===== src/rtl/pos_sweep_ctrl_if.sv =====
`default_nettype none
// ============================================================================
// Module  : pos_sweep_ctrl_if
// Brief   : Control, stimulus and result bundle for the PoS sweep sequencer.
// Revision: 1.0
// ============================================================================
interface pos_sweep_ctrl_if #(
  parameter int N_VARS = 4
);
  logic              start;
  logic              abort;
  logic [15:0]       maxterm_mask;
  logic [N_VARS-1:0] vec_out;
  logic              f_in;
  logic              busy;
  logic              done;
  logic              pass;
  logic [4:0]        err_count;
  logic              err_valid;
  logic [3:0]        first_err_idx;
  logic [15:0]       captured_table;

  modport master (
    output start, abort, maxterm_mask, f_in,
    input  vec_out, busy, done, pass, err_count, err_valid, first_err_idx, captured_table
  );

  modport slave (
    input  start, abort, maxterm_mask, f_in,
    output vec_out, busy, done, pass, err_count, err_valid, first_err_idx, captured_table
  );
endinterface
`default_nettype wire


===== src/rtl/pos_sweep_ctrl.sv =====
`default_nettype none
// ============================================================================
// Module  : pos_sweep_ctrl
// Brief   : Exhaustive input sweep and truth-table check of a PoS function.
// Revision: 1.0
// ============================================================================
module pos_sweep_ctrl #(
  parameter int N_VARS = 4,
  parameter int SETTLE = 1
) (
  input  logic            clk,
  input  logic            reset,
  pos_sweep_ctrl_if.slave bus
);

  typedef enum logic [1:0] {
    S_IDLE   = 2'd0,
    S_WAIT   = 2'd1,
    S_SAMPLE = 2'd2,
    S_FIN    = 2'd3
  } state_t;

  // Each vector starts in WAIT unless there is no settle window at all.
  localparam state_t     C_FIRST       = (SETTLE > 0) ? S_WAIT : S_SAMPLE;
  localparam logic [3:0] C_SETTLE_LAST = 4'(SETTLE - 1);

  state_t            r_state;
  logic [15:0]       r_mask;
  logic [N_VARS-1:0] r_idx;
  logic [3:0]        r_settle;
  logic              r_busy;
  logic              r_done;
  logic              r_pass;
  logic [4:0]        r_err_count;
  logic              r_err_valid;
  logic [3:0]        r_first;
  logic [15:0]       r_table;

  logic [3:0]        w_idx4;
  logic              w_mismatch;
  logic [4:0]        w_err_next;

  // Expected output is ~mask[idx], so equality with the mask bit is a miss.
  assign w_idx4     = 4'(r_idx);
  assign w_mismatch = (bus.f_in == r_mask[w_idx4]);
  assign w_err_next = r_err_count + 5'(w_mismatch);

  always_ff @(posedge clk or posedge reset) begin
    if (reset) begin
      r_state     <= S_IDLE;
      r_mask      <= '0;
      r_idx       <= '0;
      r_settle    <= '0;
      r_busy      <= 1'b0;
      r_done      <= 1'b0;
      r_pass      <= 1'b0;
      r_err_count <= '0;
      r_err_valid <= 1'b0;
      r_first     <= '0;
      r_table     <= '0;
    end else begin
      r_done <= 1'b0;
      case (r_state)
        S_IDLE: begin
          if (bus.start) begin
            r_mask      <= bus.maxterm_mask;
            r_idx       <= '0;
            r_settle    <= '0;
            r_busy      <= 1'b1;
            r_pass      <= 1'b0;
            r_err_count <= '0;
            r_err_valid <= 1'b0;
            r_first     <= '0;
            r_table     <= '0;
            r_state     <= C_FIRST;
          end
        end
        S_WAIT: begin
          if (bus.abort) begin
            r_busy  <= 1'b0;
            r_state <= S_IDLE;
          end else if (r_settle == C_SETTLE_LAST) begin
            r_settle <= '0;
            r_state  <= S_SAMPLE;
          end else begin
            r_settle <= r_settle + 4'd1;
          end
        end
        S_SAMPLE: begin
          if (bus.abort) begin
            r_busy  <= 1'b0;
            r_state <= S_IDLE;
          end else begin
            r_table[w_idx4] <= bus.f_in;
            if (w_mismatch) begin
              r_err_count <= w_err_next;
              if (!r_err_valid) begin
                r_err_valid <= 1'b1;
                r_first     <= w_idx4;
              end
            end
            if (&r_idx) begin
              r_busy  <= 1'b0;
              r_done  <= 1'b1;
              r_pass  <= (w_err_next == 5'd0);
              r_state <= S_FIN;
            end else begin
              r_idx   <= r_idx + {{(N_VARS-1){1'b0}}, 1'b1};
              r_state <= C_FIRST;
            end
          end
        end
        S_FIN: begin
          r_state <= S_IDLE;
        end
        default: begin
          r_state <= S_IDLE;
        end
      endcase
    end
  end

  assign bus.vec_out        = r_idx;
  assign bus.busy           = r_busy;
  assign bus.done           = r_done;
  assign bus.pass           = r_pass;
  assign bus.err_count      = r_err_count;
  assign bus.err_valid      = r_err_valid;
  assign bus.first_err_idx  = r_first;
  assign bus.captured_table = r_table;

endmodule
`default_nettype wire


===== src/flat_wrapper.sv =====
// flat-port wrapper written by rule: the top's interface ports become plain ports
module pos_sweep_ctrl_flat 
#(
  parameter int N_VARS = 4,
  parameter int SETTLE = 1
)
  (clk, reset, bus_start, bus_abort, bus_maxterm_mask, bus_f_in, bus_vec_out, bus_busy, bus_done, bus_pass, bus_err_count, bus_err_valid, bus_first_err_idx, bus_captured_table);
  pos_sweep_ctrl_if #(.N_VARS(N_VARS)) bus_i ();
  input  logic clk;
  input  logic reset;
  input wire logic [$bits(bus_i.start)-1:0] bus_start;
  input wire logic [$bits(bus_i.abort)-1:0] bus_abort;
  input wire logic [$bits(bus_i.maxterm_mask)-1:0] bus_maxterm_mask;
  input wire logic [$bits(bus_i.f_in)-1:0] bus_f_in;
  output wire logic [$bits(bus_i.vec_out)-1:0] bus_vec_out;
  output wire logic [$bits(bus_i.busy)-1:0] bus_busy;
  output wire logic [$bits(bus_i.done)-1:0] bus_done;
  output wire logic [$bits(bus_i.pass)-1:0] bus_pass;
  output wire logic [$bits(bus_i.err_count)-1:0] bus_err_count;
  output wire logic [$bits(bus_i.err_valid)-1:0] bus_err_valid;
  output wire logic [$bits(bus_i.first_err_idx)-1:0] bus_first_err_idx;
  output wire logic [$bits(bus_i.captured_table)-1:0] bus_captured_table;
  assign bus_i.start = bus_start;
  assign bus_i.abort = bus_abort;
  assign bus_i.maxterm_mask = bus_maxterm_mask;
  assign bus_i.f_in = bus_f_in;
  assign bus_vec_out = bus_i.vec_out;
  assign bus_busy = bus_i.busy;
  assign bus_done = bus_i.done;
  assign bus_pass = bus_i.pass;
  assign bus_err_count = bus_i.err_count;
  assign bus_err_valid = bus_i.err_valid;
  assign bus_first_err_idx = bus_i.first_err_idx;
  assign bus_captured_table = bus_i.captured_table;
  pos_sweep_ctrl #(.N_VARS(N_VARS), .SETTLE(SETTLE)) u_core (.clk(clk), .reset(reset), .bus(bus_i));
endmodule

===== config.mk =====
export PLATFORM = sky130hd
export DESIGN_NAME = pos_sweep_ctrl_flat
export DESIGN_NICKNAME = d
export VERILOG_FILES = /design/src/rtl/pos_sweep_ctrl_if.sv /design/src/rtl/pos_sweep_ctrl.sv /design/src/flat_wrapper.sv
export SDC_FILE = /design/constraint.sdc
export NUM_CORES = 1
export LEC_CHECK = 0
export BUFFER_PORTS_ARGS = -buffer_cell sky130_fd_sc_hd__buf_4
export CAP_MARGIN = 20
export CORE_ASPECT_RATIO = 0.6
export CORE_MARGIN = 5
export CORE_UTILIZATION = 57
export CTS_BUF_LIST = sky130_fd_sc_hd__clkbuf_4
export CTS_CLUSTER_DIAMETER = 150
export CTS_CLUSTER_SIZE = 30
export DETAILED_ROUTE_END_ITERATION = 6
export PLACE_DENSITY_LB_ADDON = 0.12
export SYNTH_ARGS = -nofsm -noshare
export SYNTH_HDL_FRONTEND = slang
export SYNTH_SLANG_ARGS = --single-unit

===== constraint.sdc =====
create_clock -name clk -period 3.05 [get_ports clk]
set_input_delay 0.1525 -clock clk [delete_from_list [all_inputs] [get_ports clk]]
set_output_delay 0.1525 -clock clk [all_outputs]
set_load 0.02 [all_outputs]

==> results.ini <==
[status]
status = finished clean

[worst_setup_path]
cp-start-kind = flop
arrival_ns = 3.26
crit_family = simple AND/OR/NAND/NOR gates
critical_path_required_ns = 3.37
crit_path_max_incr_delay_ns = 0.63
crit_chain = buf_4, mux2i_1, mux4_2, mux2i_2, xnor2_1, ha_1, ha_2, nand3_1, or4b_2, nand3_1
crit_slowest_cell = or4b_2
crit_type = reg2reg
path_max_fanout = 5
crit_path_end_kind = flop
crit_top_cell = nand3_1
cp_num_buf_inv = 1

[routing]
drt-total-wl_mm = 6.42
drc_errors = 0
drt.antenna.violating_nets = 0
via_count = 2268
drtPass1Iterations = 4
wl_per_cell_microns = 15.6
drtIter0Drc = 146
vias_per_cell = 5.50

[yosys]
yosysWarnings = 0
syn_inst = 276
ys_ff_latch = 55
synth_edf_count = 0
ys_async_sr_fraction_pct = 100
syn-cell-area_sq_um = 2810
synth_flop_cell = dfrtp_1
synth_cell_type_count = 35
avgSynthCellArea_sq_um = 10.2
ys_seq_area_share_pct = 49.0
synth_nets = 309

[run]
drv_cap = 0

[sta]
worst_hold_slack_ns = 0.00815
worst-slew-pin-transition_ns = 0.709
slew_headroom_pct = 52.7
fin_skew_ns = 0.00746
finalCriticalPeriod_ns = 2.95
period_share_pct = 96.6
rsz0062_at_grt = no
finalSetupTns_ns = 0
report.final.slew_viol_count = 0
setup_viol = 0
hold_viol = 0
fmax_mhz = 339

[pwr]
leakagePower_nw = 1.60
p_clk_share_pct = 12.9
p_total_mw = 2.35
vdd_drop_max_v = 0.000386
switching_share_pct = 38.8
power.internal_mw = 1.43
power_density_nw_per_um2 = 668
seqPwrFrac_pct = 41.1
p_comb_share_pct = 46.0
p_switching_mw = 0.911

[die]
initial_core_util_pct = 60.3
core_area_sq_um = 4660
rows = 19
io-pin-count = 54
die_h_microns = 64.4
die_w_microns = 101
dieArea_sq_um = 6480

[clock_tree]
cts_buffer_depth = 2
clk_pin_slew_ns = 0.15
htreeDepth = 2
cts_root_buffer = clkbuf_4
cts_buffers = 5
cts_sinks = 55
clk_latency_ns = 0.37
cts_tree = yes

[layout]
finalNonFillerCells = 412
nets = 382
antenna_cells = 0
area_growth_pct = 25.0
drive_gt1_share_pct = 28.1
layout_common_cells = buf_4 (65), dfrtp_1 (54), nand3_1 (38), nand2_1 (29), o21ai_0 (26)
stdcell_area_sq_um = 3510
layout_commonest_cell = buf_4

[placed_design]
placed_area_sq_um = 3290
dp_cells = 387
dp_hpwl_mm = 4.58
io_buffers = 53
place_congestion = 0.849

[grt]
grt_max_degree = 35
overflow = 0
grt_pass1_wl_mm = 10.3
antenna_found_initial = 0
grt.total_usage_pct = 20.0
grt_pass1_vias = 2095

[hold_path]
worst_hold_path_type = in2reg

[registers in the layout, summed over array words and instances, names as in the netlist]
register / flops
u_core.bus.err_valid: 1
u_core.r_settle: 4
u_core.bus.pass: 1
u_core.r_mask: 16
u_core.r_state: 2
u_core.bus.vec_out: 4
u_core.bus.done: 1
u_core.bus.busy: 1
u_core.bus.captured_table: 16
u_core.bus.first_err_idx: 4
u_core.bus.err_count: 5
[per-layer routing]
| layer | vias up | wire [microns] | track usage [%] |
|---|---|---|---|
| met5 | - | 0 | 0 |
| met1 | 1076 | 3110 | 30.0 |
| met2 | 69 | 2780 | 29.1 |
| met4 | 0 | 59 | 5.04 |
| li1 | 1116 | - | - |
| met3 | 7 | 465 | 4.67 |
[Yosys cell counts, types with 3 or more instances]
| master | n | area, sq um |
|---|---|---|
| nand3_1 | 38 | 190 |
| mux2i_1 | 15 | 150 |
| ha_1 | 12 | 150 |
| xor2_1 | 3 | 26.3 |
| nand2_1 | 29 | 109 |
| inv_1 | 11 | 41.3 |
| xnor2_1 | 3 | 26.3 |
| nor2_1 | 12 | 45.0 |
| o211ai_1 | 3 | 22.5 |
| dfrtp_1 | 55 | 1380 |
| nand4_1 | 5 | 31.3 |
| a21oi_1 | 8 | 40.0 |
| and3_1 | 3 | 18.8 |
| clkbuf_1 | 8 | 30.0 |
| o21ai_0 | 26 | 130 |
| mux2_2 | 16 | 180 |
| buf_1 | 4 | 15.0 |
[power groups by stage]
| stage | Combinational, mW | Clock [mW] | Sequential, mW |
|---|---|---|---|
| 2_1_floorplan | 0.769 | 0 | 0.973 |
| 3_3_place_gp | 0.973 | 0 | 0.989 |
| 3_5_place_dp | 1.01 | 0 | 0.992 |
| 4_1_cts | 1.02 | 0.310 | 0.978 |
| 5_1_grt | 1.18 | 0.333 | 0.978 |
| 6_report | 1.08 | 0.302 | 0.965 |
[per-stage QoR]
stage / util (%) / setup slack, ns
detailed placement: 70.6 / 0.0504
finish: 75.4 / 0.103
global placement: 70.6 / 0.145
global route: 75.4 / 0.00123
floorplan: - / 0.199
CTS: 73.5 / 0.0132
[logic make-up after synthesis]
logic type / count (synthesis) / share of synthesized area (%)
AOI/OAI and AO/OA: 47 / 10.0
xor gates and xnor gates: 6 / 1.87
adders and majority gates: 12 / 5.35
buffers and inverters: 26 / 4.05
DFF: 55 / 49.0
muxes: 33 / 13.4
and+or+nand+nor: 97 / 16.3
[path summary, 6_finish.rpt]
kind | depth (start not counted) | slack [ns] | to | from
max | 10 | 0.10 | u_core.bus.err_count[4]$_DFFE_PP0P_ | u_core.bus.vec_out[0]$_DFFE_PP0P_
min | 2 | 0.008 | u_core.r_mask[10]$_DFFE_PP0P_ | bus_maxterm_mask[10]
max reg2reg | 10 | 0.10 | u_core.bus.err_count[4]$_DFFE_PP0P_ | u_core.bus.vec_out[0]$_DFFE_PP0P_
min reg2reg | 2 | 0.52 | u_core.bus.captured_table[4]$_DFFE_PP0P_ | u_core.bus.captured_table[4]$_DFFE_PP0P_
max in group asynchronous | 4 | 1.86 | u_core.bus.captured_table[15]$_DFFE_PP0P_ | reset
min in group asynchronous | 3 | 0.44 | u_core.r_mask[2]$_DFFE_PP0P_ | reset
[layout make-up]
class	instances	area, sq um
flip-flops and latches	55	1380
multi-input cells	195	1330
fillers	347	1150
repair buffers	81	643
well taps	63	78.8
inverters	11	41.3
clock buffers	5	37.5
clock inverters	2	8.76
[what timing repair did]
action,in CTS,in global routing
setup buffers,0,3
hold buffers,9,6
hold endpoints to repair,41,6
gates resized for setup,0,3
setup endpoints to repair,0,1
Note: power is estimated with default switching activity, not from simulation.
